==> src/rtl/mmio_port_responder.sv <==
// Memory-mapped I/O responder: 32-byte register window with output port, synchronized
// input port, change/timer sticky flags and a registered interrupt request.
module mmio_port_responder #(
    parameter logic [31:0] BASE_ADDR = 32'h1001_0040
) (
    input  logic        clk,
    input  logic        reset,
    input  logic [31:0] Address,
    input  logic [31:0] WriteData,
    input  logic        MemWrite,
    input  logic        MemRead,
    output logic [31:0] ReadData,
    output logic        Hit,
    input  logic [7:0]  PortIn,
    output logic [31:0] PortOut,
    output logic        IRQ
);

    localparam logic [2:0] OFS_OUT    = 3'd0;
    localparam logic [2:0] OFS_IN     = 3'd1;
    localparam logic [2:0] OFS_STATUS = 3'd2;
    localparam logic [2:0] OFS_TCMP   = 3'd3;
    localparam logic [2:0] OFS_TCNT   = 3'd4;
    localparam logic [2:0] OFS_CTRL   = 3'd5;

    logic [7:0]  sync1, sync2, prev;
    logic        chg, texp, chgIe, texpIe;
    logic [31:0] tcmp, tcnt;

    logic        aligned, wrEn;
    logic [2:0]  offset;
    logic        wrOut, wrStatus, wrTcmp, wrCtrl;
    logic        chgSet, timerWrap;

    assign Hit      = (Address[31:5] == BASE_ADDR[31:5]);
    assign aligned  = (Address[1:0] == 2'b00);
    assign offset   = Address[4:2];
    assign wrEn     = Hit && MemWrite && aligned;
    assign wrOut    = wrEn && (offset == OFS_OUT);
    assign wrStatus = wrEn && (offset == OFS_STATUS);
    assign wrTcmp   = wrEn && (offset == OFS_TCMP);
    assign wrCtrl   = wrEn && (offset == OFS_CTRL);

    assign chgSet    = (sync2 != prev);
    // A TCMP store restarts the count, so it never produces a wrap on that edge.
    assign timerWrap = !wrTcmp && (tcmp != 32'd0) && (tcnt == tcmp - 32'd1);

    always_comb begin
        ReadData = 32'd0;
        if (Hit && MemRead && aligned) begin
            case (offset)
                OFS_OUT:    ReadData = PortOut;
                OFS_IN:     ReadData = {24'd0, sync2};
                OFS_STATUS: ReadData = {30'd0, texp, chg};
                OFS_TCMP:   ReadData = tcmp;
                OFS_TCNT:   ReadData = tcnt;
                OFS_CTRL:   ReadData = {30'd0, texpIe, chgIe};
                default:    ReadData = 32'd0;
            endcase
        end
    end

    always_ff @(posedge clk or posedge reset) begin
        if (reset) begin
            PortOut <= 32'd0;
            chgIe   <= 1'b0;
            texpIe  <= 1'b0;
        end else begin
            if (wrOut)
                PortOut <= WriteData;
            if (wrCtrl) begin
                chgIe  <= WriteData[0];
                texpIe <= WriteData[1];
            end
        end
    end

    always_ff @(posedge clk or posedge reset) begin
        if (reset) begin
            sync1 <= 8'd0;
            sync2 <= 8'd0;
            prev  <= 8'd0;
        end else begin
            sync1 <= PortIn;
            sync2 <= sync1;
            prev  <= sync2;
        end
    end

    always_ff @(posedge clk or posedge reset) begin
        if (reset) begin
            tcmp <= 32'd0;
            tcnt <= 32'd0;
        end else if (wrTcmp) begin
            tcmp <= WriteData;
            tcnt <= 32'd0;
        end else if (tcmp == 32'd0 || timerWrap) begin
            tcnt <= 32'd0;
        end else begin
            tcnt <= tcnt + 32'd1;
        end
    end

    // Sticky flags: a same-edge set overrides a write-one-to-clear.
    always_ff @(posedge clk or posedge reset) begin
        if (reset) begin
            chg  <= 1'b0;
            texp <= 1'b0;
            IRQ  <= 1'b0;
        end else begin
            chg  <= chgSet || (chg && !(wrStatus && WriteData[0]));
            texp <= timerWrap || (texp && !(wrStatus && WriteData[1]));
            IRQ  <= (chg && chgIe) || (texp && texpIe);
        end
    end

endmodule

==> config.mk <==
export PLATFORM = sky130hd
export DESIGN_NAME = mmio_port_responder
export DESIGN_NICKNAME = d
export VERILOG_FILES = /design/src/rtl/mmio_port_responder.sv
export SDC_FILE = /design/constraint.sdc
export NUM_CORES = 1
export LEC_CHECK = 0
export BUFFER_PORTS_ARGS = -buffer_cell sky130_fd_sc_hd__buf_2
export CAP_MARGIN = 10
export CORE_ASPECT_RATIO = 1.1
export CORE_UTILIZATION = 40
export CTS_CLUSTER_DIAMETER = 60
export CTS_CLUSTER_SIZE = 40
export DETAILED_ROUTE_END_ITERATION = 12
export GPL_ROUTABILITY_DRIVEN = 0
export PLACE_DENSITY_LB_ADDON = 0.1
export SYNTH_ARGS = -nofsm -noshare
export SYNTH_HDL_FRONTEND = slang
export SYNTH_SLANG_ARGS = --single-unit
==> constraint.sdc <==
create_clock -name clk -period 11.4 [get_ports clk]
set_clock_uncertainty 0.15 [all_clocks]
set_input_delay 1.14 -clock clk [delete_from_list [all_inputs] [get_ports clk]]
set_output_delay 1.14 -clock clk [all_outputs]
set_load 0.02 [all_outputs]
=== Word level (Yosys, flattened, before mapping) ===
Index checks and enable logic that the tools add are counted.
Widths: inputs -> output; s select.

* Bits in registers: 125
* Latch bits: 0
* Bits in writable memories: 0
* Bits in read-only memories: 0
* Input bits: 76
* Output and inout port bits: 66
* Logic and storage cells: 52
* Memories: 0

* Add/subtract/negate cells: 2
* Multiply operators: 0
* Div/mod/pow operators: 0
* Magnitude comparators: 0
* Equal/unequal tests: 8
* Shift-type cells: 0
* Mux-type cells: 4
* Bitwise operators: 0
* Reductions and logical operators: 27

{| class="wikitable"
|+ Operators with widths
! operator !! number
|-
| $pmux 32 s6 || 1
|-
| $mux 32 || 3
|-
| $add 32x1->32 const B || 1
|-
| $eq 32x32->1 || 1
|-
| $logic_not 32->1 || 1
|-
| $reduce_bool 32->1 || 1
|-
| $sub 32x1->32 const B || 1
|-
| $eq 27x24->1 const B || 1
|-
| $logic_and 1x1->1 || 16
|-
| $ne 8x8->1 || 1
|-
| $eq 3x2->1 const B || 2
|-
| $eq 3x3->1 const B || 2
|-
| $logic_or 1x1->1 || 4
|-
| $eq 3x1->1 const B || 1
|-
| $logic_not 1->1 || 3
|-
| $logic_not 3->1 || 1
|-
| $logic_not 2->1 || 1
|}

=== Longest topological paths before layout ===
Gate-level depths: netlist of run 1.

* Word-level depth: 10
* Gate-level depth with buffers: 10
* Mapped depth without buffers: 9

=== Least setup slack after synthesis of run 1 ===
No wires, ideal clock.

* Kind: input-to-output
* From: in Address[29]
* To: out ReadData[11]
* Arrival: 3055 ps
* Required time: 10110 ps
* Path slack: 7055 ps
* Stages on the path: 8
* Path buffers: 2
* Cell sequence: nor4b_1 -> nand4_1 -> nor2_1 -> nand3_1 -> a21o_1 -> clkbuf_1 -> buf_1 -> nor2_1

* Cells in the longest elaborated chain, start to end: 4

{| class="wikitable"
|+ Ends and longest elaborated chain
! item !! RTL line !! source
|-
| start: declaration || 8 || <nowiki>input logic [31:0] Address,</nowiki>
|-
| $eq 27x24->1 || 35 || <nowiki>assign Hit = (Address[31:5] == BASE_ADDR[31:5]);</nowiki>
|-
| named net Hit || 13 || <nowiki>output logic Hit,</nowiki>
|-
| $logic_and 1x1->1 (2 in series) || 50 || <nowiki>if (Hit && MemRead && aligned) begin</nowiki>
|-
| $mux 32 || 50 ||
|-
| end: declaration || 12 || <nowiki>output logic [31:0] ReadData,</nowiki>
|}

The timed path passes the listed nets, and every way through them passes these cells.

=== Final worst setup path of run 1 ===
* From: in Address[4]
* To: out ReadData[5]

* Cells in the longest elaborated chain, start to end: 3
* Elaborated cells between the ends (all ways): 8
* Those cells by class: 5 x eq/ne; 2 x mux; 1 x reduce/logical

{| class="wikitable"
|+ Ends and longest elaborated chain
! item !! RTL line !! source
|-
| $eq 3x3->1 (tied with other cells) || 51 || <nowiki>case (offset)</nowiki>
|-
| $pmux 32 s6 * || 51 ||
|-
| $mux 32 * || 50 ||
|}

Mark *: on every way between the ends. The rest lies on a longest branch, timed or not.

==> results of run 1 <==
synthesized netlist by cell type (all sizes together) (8+ instances only):
| cell | n | area [µm²] |
|---|---|---|
| a21oi | 8 | 40.0 |
| a22oi | 30 | 225 |
| buf | 12 | 78.8 |
| clkbuf | 36 | 135 |
| dfrtp | 125 | 3130 |
| inv | 14 | 52.6 |
| mux2 | 87 | 980 |
| nand2 | 57 | 214 |
| nand3 | 20 | 113 |
| nand4 | 15 | 93.8 |
| nor2 | 96 | 383 |
| nor3 | 19 | 100 |
| nor3b | 8 | 65.1 |
| nor4 | 19 | 170 |
| nor4b | 9 | 85.1 |
| o21ai | 9 | 45.0 |
| xnor2 | 35 | 307 |
| xor2 | 35 | 307 |
through the flow:
step	std cells	util, %	area [µm²]
after global placement	1072	45.9	8170
final	1104	49.4	8800
after global routing	1104	49.4	8800
after floorplan	733	-	7310
after detailed placement	1072	45.9	8170
after CTS	1104	49.4	8800
power groups by stage:
| stage | sequential, W | clock (W) | combinational (W) |
|---|---|---|---|
| after global placement | 0.000459 | 0 | 0.0000429 |
| after detailed placement | 0.000459 | 0 | 0.0000433 |
| after CTS | 0.000451 | 0.000588 | 0.0000435 |
| after floorplan | 0.000458 | 0 | 0.0000216 |
| final | 0.000451 | 0.000578 | 0.0000425 |
| after global routing | 0.000451 | 0.000609 | 0.0000476 |
logic make-up (layout without fill, tap and decap cells):
group	count (synthesis)	count (layout)	synth area share, %
buf+inv	62	195	3.65
fa+ha+maj	3	3	0.514
simple gates	290	290	21.4
mux	93	93	14.2
compound gates	90	90	9.06
xor+xnor	70	70	8.39
flops	125	125	42.8
worst max-delay path, cell delays in order:
cell and delay, ns:
buf_2 0.39, nor2b_1 0.57, and2_1 0.69, a22oi_1 0.24, a21boi_0 0.17, o22a_1 0.20
nor2_1 0.08, buf_2 0.18
path summary, 6_finish.rpt:
kind / start / end / cells past startpoint
worst max-delay path: Address[4] / ReadData[5] / 8
worst min-delay path: sync1[0] / sync2[0] / 0
worst max register to register: tcmp[0] / tcnt[0] / 10
worst min register to register: sync1[0] / sync2[0] / 0
max in group asynchronous: reset / sync1[4] / 3
min in group asynchronous: reset / PortOut[22] / 2
routing by layer:
metal / part of all wire [%] / up-vias / routed length (µm)
met5: 0 / - / 0
met2: 46 / 186 / 8980
li1: - / 2857 / -
met1: 47 / 2909 / 9280
met4: 2.5 / 0 / 493
met3: 4.6 / 28 / 895
state kept, by name, indices dropped and copies added, names as in the netlist:
| signal | cells |
|---|---|
| sync1 | 8 |
| texp | 1 |
| chg | 1 |
| chgIe | 1 |
| prev | 8 |
| texpIe | 1 |
| tcmp | 32 |
| IRQ | 1 |
| tcnt | 32 |
| sync2 | 8 |
| PortOut | 32 |
final cells by class:
class	instances	area, µm²
fillers	1651	9010
clock buffers	17	425
clock inverters	15	201
repair buffers	149	766
inverters	14	55.1
flip-flops and latches	125	3130
multi-input cells	546	3920
well taps	238	298
==> results.cfg, run 1 <==
[run_status]
status = finished clean

[logic_synthesis]
netlist_area_mm2 = 0.00731
ys_types = 63
ys_ff_latch = 125
synth_cells = 733
synth_edf_count = 0
async_flop_share_pct = 100
syn_avg_cell_area_um2 = 9.97
ys_warn_count = 0
synth_fp_nets = 812
ys_seq_area_share_pct = 42.8
synth_ff_type = dfrtp_1

[clock_network]
post-cts-setup-buffer-count = 0
clkLatencyLatePin_ns = 0.42
clock_path_buffers = 2
cts.sinks = 125
cts-resized-gates = 0
clk_pin_slew_ns = 0.06
htreeDepth = 4
cts_inserted_buffers = 17
postCtsHoldBufs = 0
cts_tree = yes
cts.root.buffer_cell = clkbuf_16

[grt]
grt_pass1_wl_um = 31400
antenna_found_initial = 0
met3_usage_pct = 3.50
grt.met2_usage_pct = 35.2
use_met1_pct = 30.0
grtUsageTotal_pct = 22.2
grt_remaining_overflow = 0
grt_start_max_net_pins = 78
grt-busiest-layer = met2
grt_pass1_vias = 5934

[power_and_ir_drop]
p_sw_w = 0.000254
powerDensity_mw_per_mm2 = 122
p_int_w = 0.000817
swShare_pct = 23.7
total_power_w = 0.00107
ir_worst_vdd_v = 0.000103
leakagePower_nw = 4.15
p_clk_share_pct = 54.0
comb_power_share_pct = 4.0
power_frac_seq_pct = 42.1

[floorplan]
start_util_pct = 41.0
ios = 142
core-area_mm2 = 0.0178
row_count = 51
fp.dieW_um = 131
die_area_mm2 = 0.0188
fp.dieH_um = 144

[sta]
relSlewSlack_pct = 25.2
worst_pin_slew_ns = 1.11
finalCriticalPeriod_ns = 4.95
final.setup.tns_ns = 0
hold_slack_ns = 0.198
hold_viol = 0
drv_slew = 0
rsz0062_at_grt = false
clock.fmax_mhz = 202
final.period_utilization_pct = 43.4
setup_violations = 0
setup_ws_ns = 6.45

[detailed_routing]
routed_via_density = 5.42
wl_um = 19700
post_drt_wl_per_cell_um = 17.8
drt_iter0_drc = 446
drc = 0
final_antenna_net_count = 0
vias = 5980
drtPass1Iterations = 5

[setup_path]
crit_path_end_kind = primary output
arrival_ns = 3.66
crit_type = input pin to primary output
worstPathMaxFanout = 38
worst_setup_path_start_kind = input pin
reg2reg_slack_ns = 7.24
critPathRequiredTime_ns = 10.11

[placed_design]
dpl.hpwl_um = 14100
pre_cts_slack_ns = 6.50
io_buffers = 141

[layout]
area_growth_syn_to_layout_pct = 20.4
diodes = 0
layout_common_cells = 141 x buf_2, 125 x dfrtp_1, 87 x nor2_1, 87 x mux2_2, 57 x nand2_1
nets = 932
layout_commonest_cell = buf_2
drive_gt1_share_pct = 34.4

[hold_path]
hold_path_class = flop to flop

[job]
timing.max_cap.violations = 0
(Power assumes the default switching activity.)
==> run 2, diff against run 1 <==
- clock period: 11.4 -> 5.2 ns (I/O delays scaled with it)
==> run 2 against run 1 <==
Via count up 1.1%. Sequential power grew 120%. Global-route usage fell by 0.15 points. Die area is the same. Count of clock-buffer cells in the layout stayed put. Register-to-register slack got worse by 5.5 ns. Flip-flop and latch count is the same. Hold slack worse by 0.15 ns. Power increased by 110%. Cell area is 0.21% lower. Sequential share of layout area increased by 0.076 points. Utilization decreased by 0.11 points. Largest cell class unchanged. Highest routed layer unchanged.
==> results.cfg, run 2 (synthesized netlist as in run 1, its figures left out) <==
[run_status]
status = finished clean

[placed_design]
dpl_cell_area_mm2 = 0.00818
dpl.hpwl_um = 14200
io_buffers = 141
post-place-cells = 1073
pre_cts_slack_ns = 1.41

[power_and_ir_drop]
powerDensity_mw_per_mm2 = 261
leakagePower_nw = 4.14
ir_worst_vdd_v = 0.000222

[detailed_routing]
vias = 6043
drtPass1Iterations = 5
drt_iter0_drc = 333
drc = 0
routed_via_density = 5.47
post_drt_wl_per_cell_um = 17.7
wl_um = 19600
final_antenna_net_count = 0

[clock_network]
clock_path_buffers = 2
cts.sinks = 125
post-cts-setup-buffer-count = 0
clkLatencyLatePin_ns = 0.43
postCtsHoldBufs = 0
cts_tree = yes
clk_pin_slew_ns = 0.06
htreeDepth = 4
cts-resized-gates = 0
cts_inserted_buffers = 17
cts.root.buffer_cell = clkbuf_16

[setup_path]
slowest_delay_ns = 0.69
reg2reg_slack_ns = 1.78
slowest_stage = and2_1
cpMostUsedCell = buf_2
crit_path_end_kind = primary output
arrival_ns = 3.08
reg2regPathDepth = 10
worstPathMaxFanout = 38
worstReg2RegEnd = tcnt[18]
crit_type = input pin to primary output
r2r-start = tcmp[0]
crit_chain = buf_2, nor2b_1, and2_1, a22oi_1, a21boi_0, o22a_1, nor2_1, buf_2
worst_setup_path_start_kind = input pin
cp_top_family = simple AND/OR/NAND/NOR gates
critPathRequiredTime_ns = 4.53
crit_buf_inv = 2

[sta]
final.period_utilization_pct = 72.1
relSlewSlack_pct = 24.6
drv_slew = 0
setup_ws_ns = 1.45
finalCriticalPeriod_ns = 3.75
worst_pin_slew_ns = 1.13
hold_viol = 0
clock.fmax_mhz = 267
hold_slack_ns = 0.0472
setup_violations = 0
final.setup.tns_ns = 0
rsz0062_at_grt = false

[layout]
nets = 933
layout_commonest_cell = buf_2
area_growth_syn_to_layout_pct = 20.1
fin_area_mm2 = 0.00878
top_regs = PortOut (32), tcmp (32), tcnt (32)
diodes = 0
final_cells = 1105
layout_common_cells = 141 x buf_2, 125 x dfrtp_1, 87 x nor2_1, 87 x mux2_2, 57 x nand2_1
nFillCells = 1703
drive_gt1_share_pct = 34.5

[hold_path]
hold_path_class = input pin to flop
worst_hold_path.endpoint = sync1[6]
min_from = PortIn[6]
holdPathStages = 1

[floorplan]
start_util_pct = 41.0
row_count = 51
core-area_mm2 = 0.0178
die_area_mm2 = 0.0188
fp.dieW_um = 131
ios = 142
fp.dieH_um = 144

[job]
timing.max_cap.violations = 0

[grt]
grt_pass1_vias = 5925
antenna_found_initial = 0
grt_pass1_wl_um = 31100
grt_remaining_overflow = 0
grt_start_max_net_pins = 80
grtUsageTotal_pct = 22.0
## run 2: final cells by class
class	count	area (µm²)	area share, %
Sequential cell	125	3130	35.6
Clock inverter	15	175	2.00
Multi-Input combinational cell	546	3920	44.7
Inverter	14	55.1	0.627
Tap cell	238	298	3.39
Timing Repair Buffer	150	773	8.81
Clock buffer	17	425	4.85
## run 2: how the worst max path moves through the flow
stage,start,to,depth (start not counted)
2_1_floorplan,reset,IRQ,1
3_3_place_gp,Address[4],tcnt[0],7
3_5_place_dp,Address[4],tcnt[0],7
4_1_cts,Address[4],ReadData[5],8
5_1_grt,Address[4],ReadData[5],8
6_report,Address[4],ReadData[5],8
## run 2: power by group
group	leakage, nW	switching (W)	internal [W]
sequential	1.63	0.00000547	0.000982
combinational	2.21	0.0000579	0.0000365
clock	0.292	0.000488	0.000721
## run 2: layer usage
metal / vias to the layer above / GRT usage, % / wire (µm)
met5: - / 0 / 0
met4: 0 / 6.72 / 242
met3: 23 / 4.77 / 970
met1: 2959 / 29.1 / 9080
met2: 193 / 35.7 / 9260
li1: 2868 / - / -
## run 2: worst reg2reg max path, delay by kind of cell, from the launching register on
family	cells	cell delay, ns
AOI/OAI and AO/OA	1	0.14
and+or+nand+nor	6	1.82
DFF	1	0.46
adders and majority gates	1	0.31
buffers and inverters	2	0.43
## run 2: metrics by stage
step           power, W  util (%)
2_1_floorplan   0.00105         -
3_3_place_gp    0.00110      45.9
3_5_place_dp    0.00110      45.9
4_1_cts         0.00232      49.3
5_1_grt         0.00237      49.3
6_report        0.00229      49.3
==> run 3, diff against run 2 <==
- ABC_AREA: not set -> 1
- clock period: 5.2 -> 3.1 ns (I/O delays scaled with it)
==> run 3 against run 2 <==
Hold slack lost 0.032 ns. Critical path type unchanged. Setup slack worse by 1.0 ns. Die area rose by 8.2%. Non-clock buffer count rose by 22. Largest power group unchanged.
==> results.cfg, run 3 <==
[grt]
grt_pass1_wl_um = 40200
grt_remaining_overflow = 0
grtUsageTotal_pct = 26.0
antenna_found_initial = 0
grt_pass1_vias = 7588
grt_start_max_net_pins = 65

[sta]
rsz0062_at_grt = false
setup_violations = 0
hold_viol = 0
finalCriticalPeriod_ns = 2.67
worst_pin_slew_ns = 0.762
relSlewSlack_pct = 49.1
clock.fmax_mhz = 375
final.period_utilization_pct = 86.0
drv_slew = 0
final.setup.tns_ns = 0

[detailed_routing]
drtPass1Iterations = 5
final_antenna_net_count = 0
routed_via_density = 5.06
wl_um = 25100
vias = 7983
drt_iter0_drc = 664
post_drt_wl_per_cell_um = 15.9
drc = 0

[logic_synthesis]
synth_cells = 1161
ys_ff_latch = 125
synth_edf_count = 0
netlist_area_mm2 = 0.00791
async_flop_share_pct = 100
synth_ff_type = dfrtp_1
ys_seq_area_share_pct = 39.5
synth.most_common_cell = nand2_1
synth_fp_nets = 1240
ys_warn_count = 0
synth_top_cell_by_area = dfrtp_1
synth_common_cells = 344 x nand2_1, 189 x nor2_1, 132 x inv_1, 125 x dfrtp_1, 79 x o21ai_0
ys_types = 37
syn_avg_cell_area_um2 = 6.82
synthTopCellsByArea = dfrtp_1 40%, nand2_1 16%, nor2_1 9.0%
synth_top_cell_area_share_pct = 39.5

[layout]
diodes = 0
final_cells = 1579
drive_gt1_share_pct = 16.6
nets = 1398
layout_common_cells = 343 x nand2_1, 188 x nor2_1, 141 x buf_2
top_regs = PortOut (32), tcmp (32), tcnt (32)
area_growth_syn_to_layout_pct = 22.6
layout_commonest_cell = nand2_1

[clock_network]
cts-resized-gates = 0
clock_path_buffers = 2
cts.sinks = 125
cts_tree = yes
cts.root.buffer_cell = clkbuf_16
htreeDepth = 4
clk_pin_slew_ns = 0.06
cts_inserted_buffers = 17
post-cts-setup-buffer-count = 0
clkLatencyLatePin_ns = 0.42

[run_status]
status = finished clean

[floorplan]
die_area_mm2 = 0.0204
start_util_pct = 41.2
fp.dieW_um = 136
core-area_mm2 = 0.0192
ios = 142
row_count = 53
fp.dieH_um = 150

[setup_path]
slowest_stage = a41oi_1
critPathRequiredTime_ns = 2.64
slowest_delay_ns = 0.30
crit_buf_inv = 3
crit_path_end_kind = primary output
worst_setup_path_start_kind = input pin
worstPathMaxFanout = 30
cpMostUsedCell = nor2_1
arrival_ns = 2.21
crit_chain = buf_2, nor2_1, nand3_1, nor2_1, nand2_1, nor2_1, nand3_1, o21bai_2, buf_4, a41oi_1, buf_2
crit_type = input pin to primary output
cp_top_family = simple AND/OR/NAND/NOR gates

[placed_design]
dpl.hpwl_um = 19900
post-place-cells = 1533
io_buffers = 141

[job]
timing.max_cap.violations = 0

[power_and_ir_drop]
leakagePower_nw = 4.88
powerDensity_mw_per_mm2 = 398
ir_worst_vdd_v = 0.000311

[hold_path]
hold_path_class = input pin to flop
-- run 3: worst reg2reg max path, stage by stage (launching register included) --
cell	delay, ns
dfrtp_1	0.40
inv_1	0.12
ha_1	0.21
nand2_2	0.15
nor2_8	0.21
nand2_1	0.13
nor2_1	0.12
nand2_1	0.07
a21oi_1	0.15
nand3_1	0.08
nor2_1	0.16
nand3_1	0.10
nand2_1	0.12
buf_12	0.20
nor2_1	0.08
-- run 3: through the flow --
step                util, %  cell area, µm²  hold slack [ns]  power (W)  setup slack (ns)
finish                 50.5            9700           0.0153    0.00386             0.433
CTS                    50.5            9700          0.00381    0.00389             0.421
global placement       46.6            8970            0.181    0.00185             0.422
global route           50.5            9700          0.00627    0.00399             0.250
floorplan                 -            7920            0.181    0.00176             0.644
detailed placement     46.6            8970            0.186    0.00185             0.412
-- run 3: report_power, final --
| part | internal (W) | total (W) | switching [W] |
|---|---|---|---|
| clock network | 0.00121 | 0.00203 | 0.000812 |
| registers | 0.00165 | 0.00166 | 0.00000852 |
| logic | 0.0000713 | 0.000176 | 0.000104 |
-- run 3: routing by layer --
layer  part of all wire, %  up-vias  routed length [µm]  GRT usage, %
met1                    49     3650               12300          38.2
met5                     0        -                   0             0
li1                      -     4021                   -             -
met3                   5.7       42                1440          5.18
met4                   2.9        0                 728          9.17
met2                    42      270               10600          37.8
-- run 3: path summary, 6_finish.rpt --
path / endpoint / startpoint / slack (ns) / cells after the start
min in group asynchronous: sync1[1] / reset / 0.42 / 3
setup / recovery: ReadData[6] / Address[30] / 0.43 / 11
hold reg to reg: sync2[1] / sync1[1] / 0.20 / 0
max in group asynchronous: tcnt[0] / reset / 1.68 / 4
hold / removal: PortOut[12] / WriteData[12] / 0.02 / 3
setup reg to reg: tcnt[17] / tcmp[0] / 0.53 / 14
-- run 3: timing repair --
action                     4_1_cts  5_1_grt
hold buffers                    14        0
hold endpoints to repair        46        0
setup endpoints to repair        0        0
-- run 3: logic make-up (layout without fill, tap and decap cells) --
kind of cell               Yosys count  count (layout)  share of synthesized area, %
and+or+nand+nor                    677             677                          35.9
buffers and inverters              172             343                          8.43
DFF                                125             125                          39.5
xor gates and xnor gates            56              56                          6.20
adders and majority gates            3               3                         0.474
AOI/OAI and AO/OA                  128             128                          9.47
-- run 3: layout make-up --
cell class	instances	area (µm²)
Fill cell	1995	9530
Multi-Input combinational cell	864	4130
Timing Repair Buffer	172	1010
Clock buffer	18	429
Clock inverter	14	169
Inverter	139	526
Tap cell	247	309
Sequential cell	125	3130
